### src/rtl/adder_pkg.sv
// Shared types for the multi-precision add sequencer and its adder stage.
package adder_pkg;

   typedef enum logic [1:0] {
      StIdle,
      StIssue,
      StCapture,
      StDone
   } seq_state_e;

   // Width of a word index able to address 0..words-1 (at least one bit).
   function automatic int unsigned idx_w(input int unsigned words);
      return (words > 1) ? $clog2(words) : 1;
   endfunction

endpackage

### src/rtl/mp_add_sequencer.sv
// Multi-precision add sequencer: streams a wide operand pair LSW-first through an external
// registered adder stage, chaining carries, and returns the assembled wide sum.
module mp_add_sequencer
   import adder_pkg::*;
#(
   parameter int unsigned WIDTH = 16,
   parameter int unsigned WORDS = 4
) (
   input  logic                   clk,
   input  logic                   rst,
   input  logic                   in_valid,
   output logic                   in_ready,
   input  logic [WIDTH*WORDS-1:0] op_a,
   input  logic [WIDTH*WORDS-1:0] op_b,
   input  logic                   op_cin,
   output logic [WIDTH-1:0]       add_a,
   output logic [WIDTH-1:0]       add_b,
   output logic                   add_cin,
   input  logic [WIDTH-1:0]       add_sum,
   input  logic                   add_cout,
   input  logic                   add_overflow,
   output logic                   out_valid,
   input  logic                   out_ready,
   output logic [WIDTH*WORDS-1:0] result,
   output logic                   res_cout,
   output logic                   res_overflow,
   output logic                   busy
);

   localparam int unsigned IdxW = idx_w(WORDS);
   localparam int unsigned OpW  = WIDTH * WORDS;

   seq_state_e      state_q, state_d;
   logic [IdxW-1:0] idx_q;
   logic [OpW-1:0]  a_q, b_q, result_q;
   logic            carry_q, res_cout_q, res_ovf_q;
   logic            accept, last;

   // Next-state and handshake/adder-drive outputs.
   always_comb begin
      state_d   = state_q;
      in_ready  = 1'b0;
      out_valid = 1'b0;
      add_a     = '0;
      add_b     = '0;
      add_cin   = 1'b0;
      last      = (idx_q == IdxW'(WORDS - 1));
      unique case (state_q)
         StIdle: begin
            in_ready = 1'b1;
            if (in_valid) state_d = StIssue;
         end
         StIssue: begin
            add_a   = a_q[idx_q*WIDTH +: WIDTH];
            add_b   = b_q[idx_q*WIDTH +: WIDTH];
            add_cin = carry_q;
            state_d = StCapture;
         end
         StCapture: begin
            state_d = last ? StDone : StIssue;
         end
         StDone: begin
            out_valid = 1'b1;
            if (out_ready) state_d = StIdle;
         end
         default: state_d = StIdle;
      endcase
      accept = in_valid && in_ready;
   end

   // State register.
   always_ff @(posedge clk or negedge rst) begin
      if (!rst) state_q <= StIdle;
      else      state_q <= state_d;
   end

   // Operand capture, per-word result assembly and carry chaining.
   always_ff @(posedge clk or negedge rst) begin
      if (!rst) begin
         idx_q      <= '0;
         a_q        <= '0;
         b_q        <= '0;
         carry_q    <= 1'b0;
         result_q   <= '0;
         res_cout_q <= 1'b0;
         res_ovf_q  <= 1'b0;
      end else begin
         case (state_q)
            StIdle: begin
               if (accept) begin
                  a_q     <= op_a;
                  b_q     <= op_b;
                  carry_q <= op_cin;
                  idx_q   <= '0;
               end
            end
            StCapture: begin
               // Adder outputs now reflect the previous (ISSUE) cycle's inputs.
               result_q[idx_q*WIDTH +: WIDTH] <= add_sum;
               carry_q <= add_cout;
               if (last) begin
                  res_cout_q <= add_cout;
                  res_ovf_q  <= add_overflow;
               end else begin
                  idx_q <= idx_q + IdxW'(1);
               end
            end
            default: ;
         endcase
      end
   end

   assign result       = result_q;
   assign res_cout     = res_cout_q;
   assign res_overflow = res_ovf_q;
   assign busy         = (state_q != StIdle);

endmodule

### config.mk
export PLATFORM = sky130hd
export DESIGN_NAME = mp_add_sequencer
export DESIGN_NICKNAME = d
export VERILOG_FILES = /design/src/rtl/adder_pkg.sv /design/src/rtl/mp_add_sequencer.sv
export SDC_FILE = /design/constraint.sdc
export NUM_CORES = 1
export LEC_CHECK = 0
export BUFFER_PORTS_ARGS = -buffer_cell sky130_fd_sc_hd__buf_2
export CORE_UTILIZATION = 40
export CTS_CLUSTER_DIAMETER = 150
export DETAILED_ROUTE_END_ITERATION = 6
export GPL_ROUTABILITY_DRIVEN = 0
export PLACE_DENSITY_LB_ADDON = 0.12
export SLEW_MARGIN = 20
export SYNTH_ARGS = -nofsm -noshare
export SYNTH_HDL_FRONTEND = slang
export SYNTH_SLANG_ARGS = --single-unit
### constraint.sdc
create_clock -name clk -period 4.5 [get_ports clk]
set_input_delay 1.35 -clock clk [delete_from_list [all_inputs] [get_ports clk]]
set_output_delay 1.35 -clock clk [all_outputs]
set_load 0.1 [all_outputs]
== Word-level counts from Yosys, hierarchy flattened ==
Index checks and enable logic that the tools add are counted.

* Add/subtract/negate cells: 2
* Eq/ne operators: 8
* Shift operators: 4
* Multiplexer cells: 15
* Reductions and logical operators: 9

{| class="wikitable"
|+ Operators by type and width
! operator !! number
|-
| 64-bit by 7-bit indexed part select with 16-bit output || 2
|-
| 64-bit bitwise mux || 1
|-
| 16-bit by 34-bit variable shift with 64-bit output (first input constant) || 1
|-
| 16-bit by 34-bit indexed part select with 64-bit output || 1
|-
| 6-bit negator with 34-bit output || 1
|-
| 16-bit two-way mux || 2
|-
| 2-bit two-way mux || 5
|-
| 2-bit != test (second input constant) || 4
|-
| 2-bit case mux with 4 select lines || 1
|-
| 2-bit AND reduction || 4
|-
| 2-bit == test (second input constant) || 3
|-
| 1-bit two-way mux || 4
|-
| 2-bit case mux with 2 select lines || 1
|-
| 2-bit nonzero test || 2
|-
| 3-bit AND reduction || 1
|-
| 2-bit by 1-bit adder with 2-bit output (second input constant) || 1
|-
| 2-bit by 1-bit == test with 1-bit output (second input constant) || 1
|-
| 2-bit logical NOT || 1
|-
| 1-bit case mux with 2 select lines || 1
|-
| 1-bit logical AND || 1
|}

* Flip-flop bits (word level): 199
* Bits of input ports: 151
* Output and inout bits: 102
* Word-level logic and storage cells: 46

== Longest topological paths before layout ==
* Depth in word-level cells: 5
* Gate-level depth with buffers: 7
* Gate-level depth less buffers: 5

== Worst setup path before layout ==
OpenSTA, ideal clock, no wires.

* Kind: flip-flop to output port
* Start: register idx_q[0]
* End: output add_a[10]
* Arrival time: 2682 ps
* Data required time: 3150 ps
* Path slack: 468 ps
* Stages on the path, launching flop included: 6
* Buffers on the path: 3
* Path through: dfrtp_1 buf_2 buf_2 buf_2 mux2i_1 o22ai_1

* Longest elaborated chain between the ends: 2

{| class="wikitable"
|+ RTL lines
! element !! line !! text
|-
| start: declaration || mp_add_sequencer.sv:34 || <nowiki>logic [IdxW-1:0] idx_q;</nowiki>
|-
| start signal: assignment || mp_add_sequencer.sv:105 || <nowiki>idx_q <= idx_q + IdxW'(1);</nowiki>
|-
| 64-bit by 7-bit indexed part select with 16-bit output || mp_add_sequencer.sv:54 || <nowiki>add_a = a_q[idx_q*WIDTH +: WIDTH];</nowiki>
|-
| 16-bit two-way mux || mp_add_sequencer.sv:48 || <nowiki>unique case (state_q)</nowiki>
|-
| end: declaration || mp_add_sequencer.sv:16 || <nowiki>output logic [WIDTH-1:0] add_a,</nowiki>
|}

No other way between the ends.

== Worst setup path after layout ==
* Start: register state_q[1]
* End: output add_b[10]

* Longest elaborated chain between the ends: 2

{| class="wikitable"
|+ RTL lines
! element !! line !! text
|-
| start: declaration || mp_add_sequencer.sv:33 || <nowiki>seq_state_e state_q, state_d;</nowiki>
|-
| start signal: assignment || mp_add_sequencer.sv:73 || <nowiki>if (!rst) state_q <= StIdle;</nowiki>
|-
| start signal: assignment || mp_add_sequencer.sv:74 || <nowiki>else state_q <= state_d;</nowiki>
|-
| 2-bit by 1-bit == test with 1-bit output || mp_add_sequencer.sv:48 ||
|-
| 16-bit two-way mux || mp_add_sequencer.sv:48 ||
|-
| end: declaration || mp_add_sequencer.sv:17 || <nowiki>output logic [WIDTH-1:0] add_b,</nowiki>
|}

No other way between the ends.

==> qor.csv <==
stage,metric,value,unit
yosys,synth-compound-area-share,0.0905,
yosys,syn-num-nets,761,
placement,dp_hpwl,14.8,mm
die,io_pins,253,
clocking,hold_buffers,0,
grt,antenna_found_initial,3,
yosys,synth_top_family_by_area,multiplexers,
die,initial_core_util,0.407,
sta,setup_violations,0,
grt,overflow,0,
sta,setup_tns,0,ns
yosys,netlist_instances,605,
outcome,outcome,"complete, no violations",
clocking,tritoncts.num_buffers,17,
detailed_routing,met2_wirelength,9.99,mm
sta,fmaxAchievable,0.252,GHz
sta,tightest_slew,0.991,ns
sta,fin_crit,3.97,ns
detailed_routing,drc,0,
worst_setup_path,r2r_slack,1.55,ns
worst_setup_path,crit_path_end_kind,output pin,
yosys,avgSynthCellArea,14.1,um2
sta,period_share,0.881,
die,coreArea,0.0210,mm2
worst_setup_path,arrival,2.62,ns
clocking,post_cts_buffers,0,
clocking,path_clk_slew,0.08,ns
yosys,synth_common_cells,"dfrtp_1, mux2_2, mux2i_1",
detailed_routing,routed_wirelength,20.9,mm
clocking,cts-root-buf,clkbuf_16,
yosys,syn-cell-area,0.00852,mm2
worst_setup_path,critPathLaunch,state_q[1],
sta,rsz0062_at_grt,no,
placement,io_buffers,252,
clocking,cts.sinks,199,
yosys,yosys_register_bits,199,
die,dieWidth,148,um
detailed_routing,met1Wirelength,9.19,mm
grt,grt_util_all_layers,0.196,
yosys,synth_top_cell_by_area,dfrtp_1,
sta,slew_viol_final,0,
clocking,htreeDepth,4,
clocking,clockBufferDepth,2,
min_path,hp-class,register to register,
yosys,ys.flop_type,dfrtp_1,
worst_setup_path,rr_endpoint,result[43],
placement,preCtsSetupSlack,0.975,ns
detailed_routing,first_pass_iters,4,
sta,hold_violations,0,
die,die_h,148,um
detailed_routing,drt_iter0_markers,241,
detailed_routing,vias,5909,
worst_setup_path,cp-start-kind,register,
yosys,synth-edff-count,0,
grt,grt_max_degree,91,
yosys,synth.most_common_cell,dfrtp_1,
yosys,synth.area.top_cells,"dfrtp_1, mux2_2, mux2i_1, a22o_1, mux2_1",
yosys,ys_warn_count,0,
clocking,worstSkewPairLatency,0.44,ns
sta,holdWs,0.480,ns
sta,finClkSkew,0.0102,ns
yosys,synthMuxAreaShare,0.247,
worst_setup_path,reg2reg_depth,5,
sta,setup_slack,0.534,ns
yosys,yosys.area_share.simple,0.0410,
yosys,synth.top_cell.area_share,0.584,
detailed_routing,wl_per_cell,18.5,um
yosys,synthArstFlopShare,1.00,
yosys,ys_seq_area_frac,0.584,
job,cap_violations,0,
die,num_rows,53,
worst_setup_path,crit_fanout,24,
yosys,synth_cell_types,33,
finish,area_growth_syn_to_layout,24.6,%
grt,grt_pass1_vias,6016,
finish,fin_nets,1002,
worst_setup_path,regToRegStartpoint,idx_q[0],
yosys,synth_xor_area_frac,0,
detailed_routing,ant_nets,0,
yosys,yosys.area_share.adder,0.00734,
worst_setup_path,required,3.15,ns
clocking,cts_tree,done,
worst_setup_path,endpoint,add_b[10],
detailed_routing,highest_layer,met5,
finish,drive_above_1_share,0.496,
sta,slew-limit-headroom,0.336,
worst_setup_path,setup.worst_path.class,register to output pin,
grt,grt_pass1_wl,33.0,mm
clocking,cts_resized,0,
detailed_routing,via_per_inst,5.21,
die,die-area,0.0219,mm2
detailed_routing,met3_length,1.48,mm
## routing by layer
| layer | GRT usage | vias to the layer above |
|---|---|---|
| met1 | 0.260 | 2966 |
| met3 | 0.0590 | 23 |
| met5 | 0 | - |
| met2 | 0.311 | 201 |
| li1 | - | 2715 |
| met4 | 0.0557 | 4 |
## critical path, stage by stage (launching register included)
cell     delay (ns)
dfrtp_1        0.54
nor2b_1        0.27
nand2_1        0.30
buf_4          0.35
o22ai_1        0.25
buf_2          0.47
## flip-flops by register name, summed over array words and instances (netlist names)
signal and count:
a_q 64, res_overflow 1, result 64, b_q 64, idx_q 2, res_cout 1, state_q 2, carry_q 1
## worst min-delay path by stage
stage,cells past startpoint,to,from
after floorplan,1,a_q[10],a_q[10]
after global placement,2,result[63],result[63]
after detailed placement,2,result[55],result[55]
after CTS,2,result[55],result[55]
after global routing,1,a_q[41],a_q[41]
final,2,result[55],result[55]
## through the flow
stage,utilization,instance area (um2),instances
detailed placement,0.478,10000,1101
global placement,0.478,10000,1101
finish,0.507,10600,1135
floorplan,-,8520,605
global route,0.507,10600,1134
CTS,0.506,10600,1133
## logic make-up (layout without fill, tap and decap cells)
| family | count (synthesis) | after routing |
|---|---|---|
| mux | 194 | 194 |
| buf+inv | 45 | 299 |
| compound gates | 104 | 104 |
| fa+ha+maj | 5 | 5 |
| flops | 199 | 199 |
| other cells | 0 | 1 |
| simple gates | 58 | 58 |
## cell type report
cell class,instances,area [um2]
Fill cell,1900,10300
Sequential cell,199,4980
Multi-Input combinational cell,361,3290
Timing Repair Buffer,262,1390
Clock buffer,17,425
Tap cell,275,344
Clock inverter,15,171
Inverter,5,18.8
Antenna cell,1,2.50
## layout by cell type (no fill, tap or decap), types with 3 or more instances in the layout
master and n:
a21oi_1 3, a22o_1 32, a22o_2 16, buf_12 3, buf_2 251, buf_4 6
clkbuf_16 17, clkinv_4 3, clkinv_8 3, dfrtp_1 198, ha_1 5, inv_1 4
inv_6 3, mux2_1 23, mux2_2 107, mux2i_1 64, nand2_1 41, nor4b_4 4
o21ai_0 17, o22ai_1 32
Power is not shown: default switching activity piles up to over one toggle a cycle in this logic, so the estimate is an artifact.
